--- config.mk ---
export PLATFORM = sky130hd
export DESIGN_NAME = reorder_tag_assigner
export DESIGN_NICKNAME = d
export VERILOG_FILES = /design/src/rtl/cb_pkg.sv /design/src/rtl/tag_status_table.sv /design/src/rtl/reorder_tag_assigner.sv
export SDC_FILE = /design/constraint.sdc
export NUM_CORES = 1
export LEC_CHECK = 0
export BUFFER_PORTS_ARGS = -buffer_cell sky130_fd_sc_hd__buf_2
export CAP_MARGIN = 0
export CELL_PAD_IN_SITES_DETAIL_PLACEMENT = 0
export CELL_PAD_IN_SITES_GLOBAL_PLACEMENT = 1
export CORE_MARGIN = 1.5
export CORE_UTILIZATION = 34
export DETAILED_ROUTE_END_ITERATION = 10
export PLACE_DENSITY = 0.88
export SYNTH_ARGS = -nofsm -noshare
export SYNTH_HDL_FRONTEND = slang
export SYNTH_SLANG_ARGS = --single-unit
--- constraint.sdc ---
create_clock -name clk -period 2.8 [get_ports clk]
set_clock_uncertainty 0.05 [all_clocks]
set_input_delay 0.56 -clock clk [delete_from_list [all_inputs] [get_ports clk]]
set_output_delay 0.56 -clock clk [all_outputs]
set_load 0.005 [all_outputs]
--- src/rtl/cb_pkg.sv ---
// ---------------------------------------------------------------------------
// cb_pkg
// Shared definitions for the circular_buffer subsystem (reorder_tag_assigner,
// circular_buffer and their benches).
//   status_t  : 2-bit per-packet verdict status
//   PENDING   : no verdict yet (also the value of a free tag)
//   REJECTED  : a filter core rejected the packet
//   ACCEPTED  : a filter core accepted the packet
// ---------------------------------------------------------------------------
package cb_pkg;

  typedef logic [1:0] status_t;

  localparam status_t PENDING  = 2'b00;
  localparam status_t REJECTED = 2'b01;
  localparam status_t ACCEPTED = 2'b11;

endpackage

--- src/rtl/tag_status_table.sv ---
// ---------------------------------------------------------------------------
// tag_status_table
// Per-tag verdict status storage for the reorder tag assigner.
//   clk, rst        : clock, synchronous active-high reset (all entries PENDING)
//   verdict_*       : filter verdict write (accept -> ACCEPTED, else REJECTED)
//   retire_*        : clear the retired tag back to PENDING
//   alloc_*         : clear a newly allocated tag to PENDING
//   lookup_tag      : tag being queried
//   lookup_status   : combinational status of lookup_tag (PENDING if out of range)
// Write priority, lowest to highest: verdict, retire, allocate.
// ---------------------------------------------------------------------------
module tag_status_table
  import cb_pkg::*;
#(
  parameter int SIZE      = 3,
  parameter int TAG_WIDTH = 6
) (
  input  logic                 clk,
  input  logic                 rst,
  input  logic                 verdict_valid,
  input  logic [TAG_WIDTH-1:0] verdict_tag,
  input  logic                 verdict_accept,
  input  logic                 retire_valid,
  input  logic [TAG_WIDTH-1:0] retire_tag,
  input  logic                 alloc_valid,
  input  logic [TAG_WIDTH-1:0] alloc_tag,
  input  logic [TAG_WIDTH-1:0] lookup_tag,
  output status_t              lookup_status
);

  status_t status_mem [SIZE];

  // NOTE: this table is a handful of flops whose reset value is architecturally
  // visible (every tag must read PENDING after reset), so it is reset like any
  // other state rather than left as an unreset RAM.
  always_ff @(posedge clk) begin
    if (rst) begin
      for (int i = 0; i < SIZE; i++) status_mem[i] <= PENDING;
    end else begin
      // Later assignments to the same entry win, which encodes the priority.
      for (int i = 0; i < SIZE; i++) begin
        if (verdict_valid && verdict_tag == TAG_WIDTH'(i))
          status_mem[i] <= verdict_accept ? ACCEPTED : REJECTED;
        if (retire_valid && retire_tag == TAG_WIDTH'(i))
          status_mem[i] <= PENDING;
        if (alloc_valid && alloc_tag == TAG_WIDTH'(i))
          status_mem[i] <= PENDING;
      end
    end
  end

  // Compare-based read avoids indexing a SIZE-entry array with a wider tag;
  // an out-of-range tag matches nothing and falls through to PENDING.
  // NOTE: the default assignment first keeps this block free of latches.
  always_comb begin
    lookup_status = PENDING;
    for (int i = 0; i < SIZE; i++) begin
      if (lookup_tag == TAG_WIDTH'(i)) lookup_status = status_mem[i];
    end
  end

endmodule

--- src/rtl/reorder_tag_assigner.sv ---
// ---------------------------------------------------------------------------
// reorder_tag_assigner
// Stamps incoming AXI-Stream packets with a rotating reorder tag, forwards the
// beats through a one-entry output register, and owns the per-tag status table
// (filter verdicts, buffer lookup, retirement). Back-pressures new packets
// while every tag is in flight.
//   clk, rst                      : clock, synchronous active-high reset
//   in_T*                         : raw input stream
//   buffer_T*, reorder_tag_in     : tagged stream to circular_buffer
//   verdict_valid/tag/accept      : filter verdict write
//   reorder_tag_out/packet_status : buffer status lookup (combinational)
//   retire_valid                  : buffer retired its oldest packet
//   tag_error                     : sticky protocol error
// Build option: define REORDER_TAG_ERR_CHECK_EN to generate the protocol
// checker driving tag_error; otherwise tag_error is tied low.
// ---------------------------------------------------------------------------
module reorder_tag_assigner
  import cb_pkg::*;
#(
  parameter int TAG_WIDTH            = 6,
  parameter int CIRCULAR_BUFFER_SIZE = 3,
  parameter int DATA_WIDTH           = 64
) (
  input  logic                  clk,
  input  logic                  rst,
  input  logic [DATA_WIDTH-1:0] in_TDATA,
  input  logic                  in_TLAST,
  input  logic                  in_TVALID,
  output logic                  in_TREADY,
  output logic [DATA_WIDTH-1:0] buffer_TDATA,
  output logic [TAG_WIDTH-1:0]  reorder_tag_in,
  output logic                  buffer_TLAST,
  output logic                  buffer_TVALID,
  input  logic                  buffer_TREADY,
  input  logic                  verdict_valid,
  input  logic [TAG_WIDTH-1:0]  verdict_tag,
  input  logic                  verdict_accept,
  input  logic [TAG_WIDTH-1:0]  reorder_tag_out,
  output logic [1:0]            packet_status,
  input  logic                  retire_valid,
  output logic                  tag_error
);

  localparam int                   CW       = $clog2(CIRCULAR_BUFFER_SIZE + 1);
  localparam logic [TAG_WIDTH-1:0] LAST_TAG = TAG_WIDTH'(CIRCULAR_BUFFER_SIZE - 1);
  localparam logic [CW-1:0]        FULL_CNT = CW'(CIRCULAR_BUFFER_SIZE);

  logic [TAG_WIDTH-1:0] next_tag;
  logic [TAG_WIDTH-1:0] oldest_tag;
  logic [TAG_WIDTH-1:0] pkt_tag;
  logic [TAG_WIDTH-1:0] beat_tag;
  logic [CW-1:0]        in_flight;
  logic                 mid_pkt;
  logic                 ready;
  logic                 accept;
  logic                 alloc;
  logic                 retire_ok;

  function automatic logic [TAG_WIDTH-1:0] tag_inc(input logic [TAG_WIDTH-1:0] t);
    return (t == LAST_TAG) ? '0 : t + 1'b1;
  endfunction

  // Only packet starts need a free tag; the full check uses the registered
  // count, so a retire in the same cycle opens the gate one cycle later.
  assign ready     = !rst && (!buffer_TVALID || buffer_TREADY)
                     && (mid_pkt || in_flight < FULL_CNT);
  assign in_TREADY = ready;
  assign accept    = in_TVALID && ready;
  assign alloc     = accept && !mid_pkt;
  assign retire_ok = retire_valid && (in_flight != '0);
  assign beat_tag  = mid_pkt ? pkt_tag : next_tag;

  // NOTE: all state here uses non-blocking assignments so every register
  // samples the pre-edge values, independent of statement order.
  always_ff @(posedge clk) begin
    if (rst) begin
      buffer_TVALID  <= 1'b0;
      buffer_TDATA   <= '0;
      buffer_TLAST   <= 1'b0;
      reorder_tag_in <= '0;
      next_tag       <= '0;
      oldest_tag     <= '0;
      pkt_tag        <= '0;
      in_flight      <= '0;
      mid_pkt        <= 1'b0;
    end else begin
      if (accept) begin
        buffer_TVALID  <= 1'b1;
        buffer_TDATA   <= in_TDATA;
        buffer_TLAST   <= in_TLAST;
        reorder_tag_in <= beat_tag;
        mid_pkt        <= !in_TLAST;
      end else if (buffer_TREADY) begin
        buffer_TVALID <= 1'b0;
      end

      if (alloc) begin
        pkt_tag  <= next_tag;
        next_tag <= tag_inc(next_tag);
      end

      if (retire_ok) oldest_tag <= tag_inc(oldest_tag);

      case ({alloc, retire_ok})
        2'b10:   in_flight <= in_flight + 1'b1;
        2'b01:   in_flight <= in_flight - 1'b1;
        default: in_flight <= in_flight;
      endcase
    end
  end

  tag_status_table #(
    .SIZE      (CIRCULAR_BUFFER_SIZE),
    .TAG_WIDTH (TAG_WIDTH)
  ) u_table (
    .clk            (clk),
    .rst            (rst),
    .verdict_valid  (verdict_valid),
    .verdict_tag    (verdict_tag),
    .verdict_accept (verdict_accept),
    .retire_valid   (retire_ok),
    .retire_tag     (oldest_tag),
    .alloc_valid    (alloc),
    .alloc_tag      (next_tag),
    .lookup_tag     (reorder_tag_out),
    .lookup_status  (packet_status)
  );

`ifdef REORDER_TAG_ERR_CHECK_EN
  logic verdict_live;
  logic err_event;
  logic tag_error_q;

  // A tag is live when its distance past oldest_tag (mod SIZE) is below the
  // in-flight count.
  always_comb begin
    verdict_live = 1'b0;
    for (int i = 0; i < CIRCULAR_BUFFER_SIZE; i++) begin
      if (verdict_tag == TAG_WIDTH'(i) &&
          ((i + CIRCULAR_BUFFER_SIZE - int'(oldest_tag)) % CIRCULAR_BUFFER_SIZE)
            < int'(in_flight))
        verdict_live = 1'b1;
    end
  end

  assign err_event = (retire_valid && in_flight == '0)
                   || (verdict_valid && (verdict_tag > LAST_TAG || !verdict_live));

  always_ff @(posedge clk) begin
    if (rst)            tag_error_q <= 1'b0;
    else if (err_event) tag_error_q <= 1'b1;
  end

  assign tag_error = tag_error_q;
`else
  assign tag_error = 1'b0;
`endif

endmodule

# After elaboration in Yosys (flattened, before gate mapping)
# Memory sizes are Yosys's and may differ from the RTL's.
# Index checks and enable logic that the tools add are counted.
# W data, S select, Z words.
# word_totals
regBits,93
ramBits,6
inputBits,84
output_inout_bits,76
elab_cells,109
n_memories,1
# classes
addsub,4
n_lt_le_gt_ge,1
eq_ne,10
muxes,48
n_bitwise,9
reduce_logical,27
# memory_table
name,depth,width,read_ports,rd_ports_with_merged_regs,wr,line_no,source
u_table.status_mem,3,2,3,0,3,tag_status_table.sv:31,status_t status_mem [SIZE];
# ops
cell,n
$mux W1,31
$mux W2,13
$eq A6 B1 Y1 const B,4
$eq A6 B2 Y1 const B,4
$logic_not A6 Y1,4
$mux W6,3
$logic_and A1 B1 Y1,14
$add A6 B1 Y6 const B,2
$or A1 B1 Y1,9
$reduce_bool A2 Y1,3
$logic_not A1 Y1,4
$pmux W2 S2,1
$add A2 B1 Y2 const B,1
$eq A2 B1 Y1 const B,1
$eq A2 B2 Y1 const B,1
$logic_or A1 B1 Y1,2
$lt A2 B2 Y1 const B,1
$sub A2 B1 Y2 const B,1

# Depth between registers and ports, before layout
# depth
depth_word,11
mapped_depth,8
depth_no_buf,6

# Cells and area by module
# A second synthesis with hierarchy kept.
# hier_totals
hier_cells,482
hier_area_um2,3982.6
# by_module_without_submodules
module,instances,cells_each,area_per_inst_um2,seq_area_each_um2
reorder_tag_assigner,1,431,3523.4,1861.8
tag_status_table,1,51,459.2,160.2

# Least setup slack after synthesis
# Ideal clock, no wire load.
# synth_path
kind,in2reg
from,input buffer_TREADY
to,register in_flight[1]
setup_time_ns,0.070
t_arrival_ns,2.080
t_required_ns,2.680
path_slack_ns,0.599
path_stages,6
path_buffers,1
path_cell_list,nand2b_1 nand4_1 buf_1 ha_1 or3_1 a21oi_1
# synth_via
elab_chain_len,7
word_cells_on_any_way,9
classes_between,eq/ne (2); mux (1); reduce/logical (6)
# synth_lines
item,line_no,source
from (decl),reorder_tag_assigner.sv:34,"input logic buffer_TREADY,"
$logic_or A1 B1 Y1 *,reorder_tag_assigner.sv:65,assign ready = !rst && (!buffer_TVALID || buffer_TREADY)
$logic_and A1 B1 Y1 *,reorder_tag_assigner.sv:65,
$logic_and A1 B1 Y1 *,reorder_tag_assigner.sv:66,&& (mid_pkt || in_flight < FULL_CNT);
$logic_and A1 B1 Y1 *,reorder_tag_assigner.sv:68,assign accept = in_TVALID && ready;
$logic_and A1 B1 Y1 *,reorder_tag_assigner.sv:69,assign alloc = accept && !mid_pkt;
$eq A2 B1 Y1 / $eq A2 B2 Y1 (equally long branches),reorder_tag_assigner.sv:104,"case ({alloc, retire_ok})"
$pmux W2 S2 / $reduce_bool A2 Y1 (equally long branches),--,
to (signal assigned),reorder_tag_assigner.sv:105,2'b10: in_flight <= in_flight + 1'b1;
to (signal assigned),reorder_tag_assigner.sv:106,2'b01: in_flight <= in_flight - 1'b1;
to (signal assigned),reorder_tag_assigner.sv:107,default: in_flight <= in_flight;
to (decl),reorder_tag_assigner.sv:52,logic [CW-1:0] in_flight;
# Every way passes the cells marked *; elsewhere a longest branch is shown, timed or not.
# A chain may end at the register's enable or synchronous reset.

# Worst setup path after layout
# layout_path
from,register mid_pkt
to,output in_TREADY
# layout_via
elab_chain_len,2
# layout_lines
item,line_no,source
from (decl),reorder_tag_assigner.sv:53,logic mid_pkt;
from (signal assigned),reorder_tag_assigner.sv:92,mid_pkt <= !in_TLAST;
$logic_or A1 B1 Y1,reorder_tag_assigner.sv:66,
$logic_and A1 B1 Y1,reorder_tag_assigner.sv:66,
to (decl),reorder_tag_assigner.sv:29,"output logic in_TREADY,"
# Every way passes these cells.

==> run metrics <==
CTS tree=yes; placed insts=755; achievable frequency=about 0.45 GHz; Syn Nets=roughly 570; CTS Buffer Depth=2; #FFs+latches synth=slightly below 100; CP endpoint kind=primary output; actual slew at the worst max-slew pin=525.6 ps; CORE AREA=approximately 11000 µm²; clock-pin transition on the worst setup and hold timing paths=about 60 ps; worst r2r src=mid_pkt; largest net degree at the start of global routing=67; post-synth top area share=0.4824; Worst setup startpoint=mid_pkt; Global Route Usage Sum=0.1596; vias=roughly 3700; Final ANT Viol Nets=0; CTS root buffer=clkbuf_16; first-pass GRT wire length=16060 µm; hpwl dp=between 6000 and 7000 µm; Final period util=0.7969; outcome=finished clean; Residual DRC=0; Setup Buffers After CTS=0; Clk Latency, worst-skew pair=about 340 ps; most frequent cells in the layout=buf_2, nand2_1, dfxtp_1, a21oi_1, nor2_1; Worst Hold Launch=in_TLAST; vias in the first global route=roughly 3500; grt ovf=0; DR iter-0 viols=167; WP data arrival=1620 ps; number of I/O pins=160; initial core utilization=0.3468; Final TNS setup=0 ps; Die X=110.7 µm; initial antenna violation count=0; clk sinks=roughly 100; WHS=roughly 360 ps; largest cells by area after synthesis=dfxtp_1, nand2_1, a21oi_1; cts-stage hold buffer count=0; Lkg Pwr=2.339 nW; Nets=between 700 and 800; RSZ-0062 raised after global routing=no; PortBufs=approximately 160; met1 GRT Util=0.1859; CP peak stage delay=~600 ps; ant diodes=0; max_cap viols=0; Finished Layout Cells=between 700 and 800; Most Crowded Layer GR=met2; Max Fanout on Critical Path=12; Synth-to-Final Area Change=31.99%; Synthesis Warnings=0; DRT Pass-1 Iters=4; HP Class=input pin to flip-flop; CTS Buf Count=9; synthesized area=slightly below 4000 µm²; met3 usage=0.04374; Cell variety after synth=43; Crit-path slowest cell=dfxtp_1; main flop type after synthesis=dfxtp_1; worst path required time=between 2000 and 2500 ps; Filler cells=approximately 1100; Post-synth EDFFs=4; cell breakdown of the critical path=and3b_1 -> nor3_1 -> buf_2; post-DR wirelength/cell=between 10 and 15 µm; Mapped Cells=roughly 480; most common cell after layout, fill and taps aside=buf_2; kind of critical path=flip-flop to primary output; worst vdd ir=~0.35 mV; met2 Usage GRT=0.2687; Setup crit start kind=flip-flop; H-Tree Depth=3; Seq/Total Area, Yosys=0.5129; gpl congestion=0.7950; relative slew slack=0.6452; CTS resizes=0; final WL=roughly 9600 µm; # setup viols final=0; pwr dens=~630 nW/µm²; vias per cell=between 4 and 5; Die H=about 110 µm; Final Hold Fails=0; Site Rows=39; area leader, netlist=dfxtp_1; Die ar.=between 10000 and 15000 µm²; FFs w/ async S/R, synth=0; fin crit period=around 2200 ps; share of cells above drive strength 1=0.2962; Post-Syn Area per Cell=between 8 and 9 µm²; final-report max-slew violation count=0
routing by layer:
| metal | wire, µm | part of all wire |
|---|---|---|
| met4 | 181 | 0.019 |
| met3 | 628 | 0.066 |
| met2 | 4574 | 0.48 |
| met5 | 0 | 0 |
| met1 | 4191 | 0.44 |
cells in the mapped netlist (2+ instances only):
master	number
or4_1	4
a211oi_1	7
nand2b_1	3
buf_2	4
dfxtp_1	95
o31ai_1	2
o21ai_0	6
nor4_1	3
nor2_1	26
nand2_1	141
mux2i_1	14
inv_1	7
a21oi_1	81
ha_1	9
or3_1	4
xor2_1	5
nand4_1	6
xnor2_1	2
nor3_1	2
clkbuf_1	22
nor2b_1	4
edfxtp_1	4
buf_1	2
nand3_1	3
worst max-delay path: cells and delay by family (launching register included):
family | cells | cell delay [ps]
flip-flops | 1 | 600
AND/OR/NAND/NOR | 2 | 520
buffers and inverters | 1 | 170
final cells by class:
cell class / count / area (µm²) / area share
sequential: 99 / 2022 / 0.3886
multi-input combinational: 338 / 1769 / 0.3400
timing repair buffer: 167 / 870.8 / 0.1673
clock buffer: 10 / 239.0 / 0.04592
tap: 143 / 178.9 / 0.03438
clock inverter: 6 / 93.84 / 0.01803
inverter: 8 / 30.03 / 0.005771
report_power, final:
group	internal, W	switching, W
Combinational	0.000176	0.000216
Sequential	0.00149	0.0000538
Clock	0.000817	0.000545
Total	0.00249	0.000814
worst paths after layout:
kind	cells past startpoint	slack [ps]	endpoint
max	3	570	in_TREADY
min reg2reg	2	400	buffer_TDATA[55]
max reg2reg	4	590	next_tag[5]
min	2	360	mid_pkt
through the flow:
step                      power, W  area (µm²)  worst slack, ps  utilization
final                     0.003303        5204            568.7       0.4577
after global routing      0.003476        5204            467.1       0.4577
after CTS                 0.003355        5204            543.2       0.4577
after detailed placement  0.001976        4871            550.2       0.4284
after global placement    0.001959        4871            630.4       0.4284
after floorplan           0.001799        3943            599.3            -
sequential cells by signal, summed over array words and instances, names as in the netlist:
register and flops:
pkt_tag 6, oldest_tag 6, in_flight 2, buffer_TLAST 1, buffer_TVALID 1, u_table.status_mem 6, next_tag 6, reorder_tag_in 6
mid_pkt 1, buffer_TDATA 64
cell families after synthesis:
logic type / after synthesis / synth area share
XOR/XNOR: 7 / 0.01555
buffers and inverters: 38 / 0.04031
adder cells (fa/ha/maj): 9 / 0.02856
flip-flops: 99 / 0.5129
multiplexers: 14 / 0.03554
other: 1 / 0.0009512
AO/OA/AOI/OAI: 105 / 0.1476
AND/OR/NAND/NOR: 202 / 0.2187
Note: power is estimated with default switching activity, not from simulation.
